--- config.mk ---
export PLATFORM = sky130hd
export DESIGN_NAME = tile_array_ctrl_flat
export DESIGN_NICKNAME = d
export VERILOG_FILES = /design/src/rtl/tile_array_ctrl_if.sv /design/src/rtl/tile_array_ctrl.sv /design/src/flat_wrapper.sv
export SDC_FILE = /design/constraint.sdc
export NUM_CORES = 1
export LEC_CHECK = 0
export BUFFER_PORTS_ARGS = -buffer_cell sky130_fd_sc_hd__buf_4
export CORE_MARGIN = 5
export CORE_UTILIZATION = 50
export CTS_CLUSTER_DIAMETER = 40
export CTS_CLUSTER_SIZE = 8
export DETAILED_ROUTE_END_ITERATION = 16
export PLACE_DENSITY = 0.7
export REMOVE_ABC_BUFFERS = 1
export SLEW_MARGIN = 20
export SYNTH_ARGS = -nofsm -noshare
export SYNTH_HDL_FRONTEND = slang
export SYNTH_SLANG_ARGS = --single-unit
export TNS_END_PERCENT = 10
--- constraint.sdc ---
create_clock -name clk -period 3.99 [get_ports clk]
set_input_delay 0.399 -clock clk [delete_from_list [all_inputs] [get_ports clk]]
set_output_delay 0.399 -clock clk [all_outputs]
set_load 0.05 [all_outputs]
--- src/rtl/tile_array_ctrl_if.sv ---
// Scheduler-facing bundle of tile_array_ctrl.
// The master side (layer scheduler / staging buffers) drives i_* and the slave side (the controller) drives o_*.
// Handshake: the scheduler asserts i_start for one or more cycles.
// The controller accepts it only while idle, on the rising clk edge where it is sampled.
// It then reports progress through o_busy and ends the job with a single-cycle o_done.
// Optional macro TILE_CTRL_PERF_EN adds the o_cyc_cnt / o_stall_cnt counters.
interface tile_array_ctrl_if #(parameter int K_BW = 10);
  logic            i_start;
  logic [2:0]      i_layer;
  logic [K_BW-1:0] i_k_len;
  logic            i_stall;
  logic            o_rd_en;
  logic [K_BW-1:0] o_rd_addr;
  logic            o_en_tf;
  logic [1:0]      o_cal_state;
  logic [2:0]      o_layer_state;
  logic            o_busy;
  logic            o_acc_valid;
  logic            o_done;
`ifdef TILE_CTRL_PERF_EN
  logic [15:0]     o_cyc_cnt;
  logic [15:0]     o_stall_cnt;

  modport master (output i_start, i_layer, i_k_len, i_stall,
                  input  o_rd_en, o_rd_addr, o_en_tf, o_cal_state, o_layer_state,
                         o_busy, o_acc_valid, o_done, o_cyc_cnt, o_stall_cnt);
  modport slave  (input  i_start, i_layer, i_k_len, i_stall,
                  output o_rd_en, o_rd_addr, o_en_tf, o_cal_state, o_layer_state,
                         o_busy, o_acc_valid, o_done, o_cyc_cnt, o_stall_cnt);
`else
  modport master (output i_start, i_layer, i_k_len, i_stall,
                  input  o_rd_en, o_rd_addr, o_en_tf, o_cal_state, o_layer_state,
                         o_busy, o_acc_valid, o_done);
  modport slave  (input  i_start, i_layer, i_k_len, i_stall,
                  output o_rd_en, o_rd_addr, o_en_tf, o_cal_state, o_layer_state,
                         o_busy, o_acc_valid, o_done);
`endif
endinterface

--- src/rtl/tile_array_ctrl.sv ---
// Sequencer for the T_ROWS x T_COLS tile array.
// Its work per job:
//   - clears the accumulators in LOAD;
//   - streams K buffer reads in CALC, honouring i_stall;
//   - flushes the skewed array for DRAIN_CYC cycles;
//   - pulses done / acc_valid.
// Optional macro TILE_CTRL_PERF_EN adds cycle and stall counters.
module tile_array_ctrl #(
  parameter int ROWS   = 5,
  parameter int COLS   = 5,
  parameter int T_ROWS = 5,
  parameter int T_COLS = 5,
  parameter int K_BW   = 10
) (
  input  logic              clk,
  input  logic              rst_n,
  tile_array_ctrl_if.slave  bus
);
  localparam int DRAIN_CYC = ROWS*T_ROWS + COLS*T_COLS - 2;
  localparam int DC_W      = $clog2(DRAIN_CYC + 1);

  typedef enum logic [2:0] {S_IDLE, S_LOAD, S_CALC, S_DRAIN, S_DONE} state_t;

  state_t          r_state, w_next;
  logic [2:0]      r_layer;
  logic [K_BW-1:0] r_k_len;
  logic [K_BW-1:0] r_rd_addr;
  logic            r_en_tf;
  logic [DC_W-1:0] r_drain_cnt;

  logic            w_accept;
  logic            w_at_last;
  logic            w_rd_en;
  logic            w_busy;
  logic            w_done;
  logic            w_acc_valid;
  logic [1:0]      w_cal_state;

  assign w_accept  = (r_state == S_IDLE) && bus.i_start;
  // The address doubles as the beat counter: it equals the number of beats already issued.
  assign w_at_last = (r_rd_addr == r_k_len - K_BW'(1));

  // State register; reset aborts any job without a completion pulse
  always_ff @(posedge clk or negedge rst_n) begin
    if (!rst_n) r_state <= S_IDLE;
    else        r_state <= w_next;
  end

  // Next-state and per-state outputs
  always_comb begin
    w_next      = r_state;
    w_cal_state = 2'b00;
    w_busy      = 1'b0;
    w_done      = 1'b0;
    w_acc_valid = 1'b0;
    w_rd_en     = 1'b0;
    case (r_state)
      S_IDLE: begin
        if (bus.i_start) w_next = (bus.i_k_len == '0) ? S_DONE : S_LOAD;
      end
      S_LOAD: begin
        w_cal_state = 2'b01;
        w_busy      = 1'b1;
        w_next      = S_CALC;
      end
      S_CALC: begin
        w_cal_state = 2'b10;
        w_busy      = 1'b1;
        w_rd_en     = !bus.i_stall;
        if (!bus.i_stall && w_at_last) w_next = S_DRAIN;
      end
      S_DRAIN: begin
        w_cal_state = 2'b11;
        w_busy      = 1'b1;
        if (r_drain_cnt == DC_W'(DRAIN_CYC - 1)) w_next = S_DONE;
      end
      S_DONE: begin
        w_cal_state = 2'b11;
        w_busy      = 1'b1;
        w_done      = 1'b1;
        w_acc_valid = (r_k_len != '0);
        w_next      = S_IDLE;
      end
      default: w_next = S_IDLE;
    endcase
  end

  // Job registers: latched parameters, read address, transfer-enable delay, drain timer
  always_ff @(posedge clk or negedge rst_n) begin
    if (!rst_n) begin
      r_layer     <= '0;
      r_k_len     <= '0;
      r_rd_addr   <= '0;
      r_en_tf     <= 1'b0;
      r_drain_cnt <= '0;
    end else begin
      if (w_accept) begin
        r_layer <= bus.i_layer;
        r_k_len <= bus.i_k_len;
      end else if (r_state == S_DONE) begin
        r_layer <= '0;
      end
      // Buffer data lands one cycle after the strobe, so the array enable trails it by one.
      r_en_tf <= w_rd_en;
      if (w_rd_en && !w_at_last)  r_rd_addr <= r_rd_addr + K_BW'(1);
      else if (r_state == S_DONE) r_rd_addr <= '0;
      r_drain_cnt <= (r_state == S_DRAIN) ? r_drain_cnt + DC_W'(1) : '0;
    end
  end

  assign bus.o_rd_en       = w_rd_en;
  assign bus.o_rd_addr     = r_rd_addr;
  assign bus.o_en_tf       = r_en_tf || (r_state == S_DRAIN);
  assign bus.o_cal_state   = w_cal_state;
  assign bus.o_layer_state = r_layer;
  assign bus.o_busy        = w_busy;
  assign bus.o_acc_valid   = w_acc_valid;
  assign bus.o_done        = w_done;

`ifdef TILE_CTRL_PERF_EN
  logic [15:0] r_cyc_cnt;
  logic [15:0] r_stall_cnt;

  // Saturating busy-cycle and CALC-stall counters, cleared when a job is accepted
  always_ff @(posedge clk or negedge rst_n) begin
    if (!rst_n) begin
      r_cyc_cnt   <= '0;
      r_stall_cnt <= '0;
    end else if (w_accept) begin
      r_cyc_cnt   <= '0;
      r_stall_cnt <= '0;
    end else begin
      if (w_busy && r_cyc_cnt != 16'hFFFF) r_cyc_cnt <= r_cyc_cnt + 16'd1;
      if (r_state == S_CALC && bus.i_stall && r_stall_cnt != 16'hFFFF)
        r_stall_cnt <= r_stall_cnt + 16'd1;
    end
  end

  assign bus.o_cyc_cnt   = r_cyc_cnt;
  assign bus.o_stall_cnt = r_stall_cnt;
`endif
endmodule

--- src/flat_wrapper.sv ---
// flat-port wrapper written by rule: the top's interface ports become plain ports
module tile_array_ctrl_flat 
#(
  parameter int ROWS   = 5,
  parameter int COLS   = 5,
  parameter int T_ROWS = 5,
  parameter int T_COLS = 5,
  parameter int K_BW   = 10
)
  (clk, rst_n, bus_i_start, bus_i_layer, bus_i_k_len, bus_i_stall, bus_o_rd_en, bus_o_rd_addr, bus_o_en_tf, bus_o_cal_state, bus_o_layer_state, bus_o_busy, bus_o_acc_valid, bus_o_done);
  tile_array_ctrl_if #(.K_BW(K_BW)) bus_i ();
  input  logic clk;
  input  logic rst_n;
  input wire logic [$bits(bus_i.i_start)-1:0] bus_i_start;
  input wire logic [$bits(bus_i.i_layer)-1:0] bus_i_layer;
  input wire logic [$bits(bus_i.i_k_len)-1:0] bus_i_k_len;
  input wire logic [$bits(bus_i.i_stall)-1:0] bus_i_stall;
  output wire logic [$bits(bus_i.o_rd_en)-1:0] bus_o_rd_en;
  output wire logic [$bits(bus_i.o_rd_addr)-1:0] bus_o_rd_addr;
  output wire logic [$bits(bus_i.o_en_tf)-1:0] bus_o_en_tf;
  output wire logic [$bits(bus_i.o_cal_state)-1:0] bus_o_cal_state;
  output wire logic [$bits(bus_i.o_layer_state)-1:0] bus_o_layer_state;
  output wire logic [$bits(bus_i.o_busy)-1:0] bus_o_busy;
  output wire logic [$bits(bus_i.o_acc_valid)-1:0] bus_o_acc_valid;
  output wire logic [$bits(bus_i.o_done)-1:0] bus_o_done;
  assign bus_i.i_start = bus_i_start;
  assign bus_i.i_layer = bus_i_layer;
  assign bus_i.i_k_len = bus_i_k_len;
  assign bus_i.i_stall = bus_i_stall;
  assign bus_o_rd_en = bus_i.o_rd_en;
  assign bus_o_rd_addr = bus_i.o_rd_addr;
  assign bus_o_en_tf = bus_i.o_en_tf;
  assign bus_o_cal_state = bus_i.o_cal_state;
  assign bus_o_layer_state = bus_i.o_layer_state;
  assign bus_o_busy = bus_i.o_busy;
  assign bus_o_acc_valid = bus_i.o_acc_valid;
  assign bus_o_done = bus_i.o_done;
  tile_array_ctrl #(.ROWS(ROWS), .COLS(COLS), .T_ROWS(T_ROWS), .T_COLS(T_COLS), .K_BW(K_BW)) u_core (.clk(clk), .rst_n(rst_n), .bus(bus_i));
endmodule
**Yosys cells after proc, flatten, opt, wreduce, memory -nomap -nowiden**

Cells that the tools add are included.

- Register bits: 33
- Input port bits: 17
- Word-level logic and storage cells: 47

- $add $sub $neg: 3
- Eq/ne operators: 9
- Multiplexer cells: 15
- Reductions and logical operators: 14

Operator list:

| cell | number |
|---|---|
| $mux 10 | 2 |
| $mux 3 | 6 |
| $pmux 3 s4 | 1 |
| $add 10x1->10 const B | 1 |
| $eq 10x10->1 | 1 |
| $logic_not 10->1 | 1 |
| $reduce_bool 10->1 | 1 |
| $sub 10x1->10 const B | 1 |
| $add 6x1->6 const B | 1 |
| $eq 3x2->1 const B | 2 |
| $eq 6x6->1 const B | 1 |
| $mux 6 | 1 |
| $pmux 2 s3 | 1 |
| $mux 1 | 4 |
| $ne 2x1->1 const B | 2 |
| $reduce_bool 2->1 | 2 |
| $reduce_or 4->1 | 1 |
| $eq 3x1->1 const B | 1 |
| $eq 3x3->1 const B | 1 |
| $logic_and 1x1->1 | 3 |
| $logic_not 3->1 | 1 |
| $reduce_and 3->1 | 1 |
| $logic_not 1->1 | 2 |
| $ne 2x2->1 const B | 1 |
| other kinds (2) | 2 |

**Logic depth before layout (Yosys ltp)**

- Depth in word-level cells: 5
- Depth in mapped cells: 10
- Depth with buffers taken out: 9

**Worst setup path after synthesis**

No wires, ideal clock.

- Path type: register -> register
- Start: reg u_core.r_state[2]
- End: reg u_core.r_rd_addr[4], in the netlist u_core.bus.o_rd_addr[4]
- Library setup time: 0.121 ns
- Data arrival time: 2.534 ns
- Slack: 1.335 ns
- Stages on the path, launching flop included: 7
- Path buffers: 1
- Clock period less this slack: 2.655 ns
- Cells stage by stage: dfrtp_1 > clkbuf_1 > nand2b_1 > nor3_1 > o31a_4 > mux2i_1 > a22o_1

- Longest elaborated chain between the ends: 4
- Elaborated cells between the ends (all ways): 6
- Those cells by class: eq/ne (2); mux (2); reduce/logical (2)

Ends and longest elaborated chain:

| item | RTL line | source |
|---|---|---|
| start, declared | tile_array_ctrl.sv:24 | `state_t r_state, w_next;` |
| start signal, assigned | tile_array_ctrl.sv:46 | `else r_state <= w_next;` |
| $eq 3x2->1 (*) | tile_array_ctrl.sv:57 | `case (r_state)` |
| $mux 1 (*) | tile_array_ctrl.sv:57 |  |
| net bus_o_rd_en | flat_wrapper.sv:18 | `output wire logic [$bits(bus_i.o_rd_en)-1:0] bus_o_rd_en;` |
| $logic_and 1x1->1 (*) | tile_array_ctrl.sv:105 | `if (w_rd_en && !w_at_last) r_rd_addr <= r_rd_addr + K_BW'(1);` |
| $mux 10 or $reduce_bool 2->1 (tied branches) | n/a |  |
| end signal, assigned | tile_array_ctrl.sv:105 |  |
| end, declared | tile_array_ctrl.sv:27 | `logic [K_BW-1:0] r_rd_addr;` |

The timed path passes the listed nets; every way through them passes the cells marked *.
A chain may end at the register's enable or synchronous reset.

**Worst setup path after layout**

- Start: reg u_core.r_k_len[0]
- End: reg u_core.r_rd_addr[6], in the netlist u_core.bus.o_rd_addr[6]

- Longest elaborated chain between the ends: 5
- Elaborated cells between the ends (all ways): 6
- Those cells by class: add/sub (1); eq/ne (1); mux (1); reduce/logical (3)

Ends and longest elaborated chain:

| item | RTL line | source |
|---|---|---|
| start, declared | tile_array_ctrl.sv:26 | `logic [K_BW-1:0] r_k_len;` |
| start signal, assigned | tile_array_ctrl.sv:99 | `r_k_len <= bus.i_k_len;` |
| $sub 10x1->10 (*) | tile_array_ctrl.sv:41 | `assign w_at_last = (r_rd_addr == r_k_len - K_BW'(1));` |
| $eq 10x10->1 (*) | tile_array_ctrl.sv:41 |  |
| $logic_not 1->1 (*) | tile_array_ctrl.sv:105 |  |
| $logic_and 1x1->1 (*) | tile_array_ctrl.sv:105 |  |
| $mux 10 or $reduce_bool 2->1 (tied branches) | n/a |  |

Every way passes the cells marked *; elsewhere a longest branch is shown, timed or not.

==> metrics.md <==
| Metric | Value |
|---|---|
| Critical Path Source Type | register |
| Post-synthesis register bit count | 33 |
| CTS clk-pin slew, worst paths | 0.06 ns |
| Largest net degree at the start of global routing | 34 |
| Total CTS buffers | 5 |
| Syn_area_per_cell | 9.52 sq um |
| Power per Cell Area | 837 nW/um^2 |
| Critical Path End Type | register |
| Main combinational cell family by area after synthesis | simple AND/OR/NAND/NOR gates |
| Crit path max-delay family | simple AND/OR/NAND/NOR gates |
| CP max FO | 15 |
| Post-CTS setup buffer count | 0 |
| Slew margin rel. | 62.5% |
| # DRC | 0 |
| Max-slew violations | 0 |
| Row count | 22 |
| Post-Synth Adder-Cell Area | 2.00% |
| Area growth, synth to finish | 20.7% |
| GRT overflow | 0 |
| Required @ worst endpoint | 4.20 ns |
| Simple-Gate Fraction of Synth Area | 22.6% |
| DR vias | 1505 |
| Ports | 37 |
| XOR/XNOR Fraction of Synth Area | 8.87% |
| Crit path arrival time | 2.74 ns |
| Leak pwr | 1.03 nW |
| Synth Flop Type | dfrtp_1 |
| Clk_skew | 0.00461 ns |
| Die H | 71.2 um |
| Post-synth ARST share | 100% |
| Type of the most critical hold path | input port to async pin |
| Crit path buf inv count | 1 |
| Nets | 255 |
| Initial antenna violation count | 0 |
| Number of port buffers | 36 |
| Core area | 3660 sq um |
| Ant diodes | 0 |
| Die width | 71.2 um |
| CTS sink count | 33 |
| Non-filler cells, final | 284 |
| Starting density of the core | 51.2% |
| Layout cells sized above 1 | 26.3% |
| First-pass GRT wire length | 6.97 mm |
| CP max-delay cell | or4b_1 |
| Slew @ Worst Pin | 0.558 ns |
| Max_cap viols | 0 |
| Hold Slack | 0.0487 ns |
| Mux share of post-synthesis cell area | 5.94% |
| Detailed Place HPWL | 2.89 mm |
| Final setup viols | 0 |
| Synthesized instance count | 197 |
| Area leader, netlist | dfrtp_1 |
| Worst path cell trace | inv_1 -> ha_1 -> or4b_1 -> nor4_1 -> xnor2_1 -> nand2_1 -> o31a_4 -> or2_4 -> o21ai_2 |
| GRT Resource Usage Total | 17.0% |
| Number of global-route vias before repair | 1514 |
| CTS Buffer Depth | 2 |
| Highest clock rate | 396 MHz |
| Final Cycle Share | 63.4% |
| CTS Root Buffer Type | clkbuf_8 |
| Worst vdd ir | 0.000443 V |
| DIE AREA | 5080 sq um |
| CTS tree | yes |
| Number of enable flip-flop cells after synthesis | 0 |
| Synth Warn # | 0 |
| Library cells used by synthesis | 38 |
| Synth area leaders | dfrtp_1 44%, mux2_2 5.4%, xnor2_1 5.1%, nor2_1 4.0%, nand2_1 3.8% |
| Compound-Gate Fraction of Synth Area | 12.9% |
| Crit Path Class | register to register |
| PostCTS Resize Cnt | 0 |
| RSZ-0062 raised after global routing | false |
| CP max stage delay | 0.45 ns |
| Routability cong. | 0.750 |
| Register area share after synthesis | 44.0% |
| Iter 0 DRT Violations | 105 |
| Period minus WS final | 2.53 ns |
| Status | completed |
| Final Hold Vio Count | 0 |
| Cell Area, Synth | 1880 sq um |
| Clock latency on the worst-skew pair | 0.28 ns |
| Total negative setup slack | 0 ns |
| Pre-antenna DRT Iters | 4 |
| Wire per inst | 13.4 um |
| Top cell type's share of synthesized area | 44.0% |
| Antenna viol nets, final | 0 |
| H-Tree Depth | 2 |
| Setup slack, reg-to-reg | 1.46 ns |
| DP Cell Count | 276 |
| Routed wire length | 3.80 mm |
| # hold bufs at CTS | 0 |
| Routed vias/inst | 5.30 |
## per-layer routing
metal | up-vias | GRT usage (%) | routed length, um
met5 | - | 0 | 0
met4 | 0 | 5.64 | 38
met3 | 6 | 4.07 | 214
met2 | 31 | 26.1 | 1690
met1 | 705 | 23.6 | 1860
li1 | 763 | - | -
## power by group
| group | leakage [nW] | internal [mW] | switching, mW |
|---|---|---|---|
| Clock | 0.0395 | 0.124 | 0.111 |
| Combinational | 0.566 | 0.411 | 0.611 |
| Sequential | 0.427 | 0.455 | 0.183 |
## final cells by class
type | instances | area (sq um)
inverters | 10 | 37.5
flip-flops and latches | 33 | 826
clock buffers | 8 | 80.1
well taps | 48 | 60.1
repair buffers | 37 | 278
multi-input cells | 148 | 982
fillers | 337 | 1400
## synth_stat cells (2+ instances only)
library cell,n
o21ai_2,6
dfrtp_1,33
nor2_1,20
nor3_1,8
o21ai_1,6
nand2b_1,4
and3_1,2
nor4_1,5
and2_1,2
a21oi_1,2
inv_1,10
nor2b_1,2
nand3b_1,3
clkbuf_1,5
or3_1,2
nand3_1,8
mux2_2,9
a22o_1,4
a31oi_1,4
nand2_1,19
o21ai_0,7
xor2_1,8
ha_1,3
xnor2_1,11
## stage by stage
step / util (%) / cell area (sq um) / total power [mW] / setup WS [ns]
2_1_floorplan: - / 1850 / 1.39 / 1.36
3_3_place_gp: 59.6 / 2180 / 1.66 / 1.50
3_5_place_dp: 59.6 / 2180 / 1.67 / 1.44
4_1_cts: 61.8 / 2260 / 1.91 / 1.44
5_1_grt: 61.8 / 2260 / 2.05 / 1.27
6_report: 61.8 / 2260 / 1.89 / 1.46
## registers in the layout, summed over array words and instances (netlist names)
name and flops:
u_core.r_drain_cnt 6, u_core.bus.o_layer_state 3, u_core.r_k_len 10, u_core.r_state 3, u_core.r_en_tf 1, u_core.bus.o_rd_addr 10
## path summary, 6_finish.rpt
kind	from	endpoint	cells past startpoint
worst max-delay path	u_core.r_k_len[0]	u_core.bus.o_rd_addr[6]	9
worst min-delay path	rst_n	u_core.bus.o_rd_addr[0]	1
worst max register to register	u_core.r_k_len[0]	u_core.bus.o_rd_addr[6]	9
worst min register to register	u_core.r_drain_cnt[0]	u_core.r_drain_cnt[0]	1
max in group asynchronous	rst_n	u_core.r_k_len[7]	1
min in group clk	bus_i_stall	u_core.r_en_tf	2
## cell families after synthesis
group | count (synthesis)
buffers and inverters | 16
muxes | 10
AOI/OAI and AO/OA | 34
adders and majority gates | 3
xor gates and xnor gates | 19
DFF | 33
and+or+nand+nor | 82
## layout by cell type, fill, tap and decap left out, types with 2 or more instances in the layout
| cell type | synthesis | layout |
|---|---|---|
| nor4_1 | 5 | 5 |
| a31oi_1 | 4 | 4 |
| dfrtp_1 | 33 | 33 |
| o21ai_0 | 7 | 7 |
| clkbuf_8 | 0 | 5 |
| or3_1 | 2 | 2 |
| nor2_1 | 20 | 20 |
| buf_4 | 0 | 37 |
| nor3_1 | 8 | 8 |
| mux2_2 | 9 | 9 |
| inv_1 | 10 | 10 |
| o21ai_1 | 6 | 6 |
| xor2_1 | 8 | 8 |
| nor2b_1 | 2 | 2 |
| nand2b_1 | 4 | 4 |
| nand3_1 | 8 | 8 |
| nand3b_1 | 3 | 3 |
| a21oi_1 | 2 | 2 |
| nand2_1 | 19 | 19 |
| xnor2_1 | 11 | 11 |
| a22o_1 | 4 | 4 |
| ha_1 | 3 | 3 |
| clkbuf_1 | 5 | 3 |
| and3_1 | 2 | 2 |
| o21ai_2 | 6 | 6 |
| and2_1 | 2 | 2 |
## worst reg2reg max path: cells and delay by family, from the launching register on
family | cells | cell delay [ns]
xor+xnor | 1 | 0.16
fa+ha+maj | 1 | 0.26
simple gates | 4 | 1.07
buf+inv | 1 | 0.09
compound gates | 2 | 0.47
flops | 1 | 0.42
(Power assumes the default switching activity.)
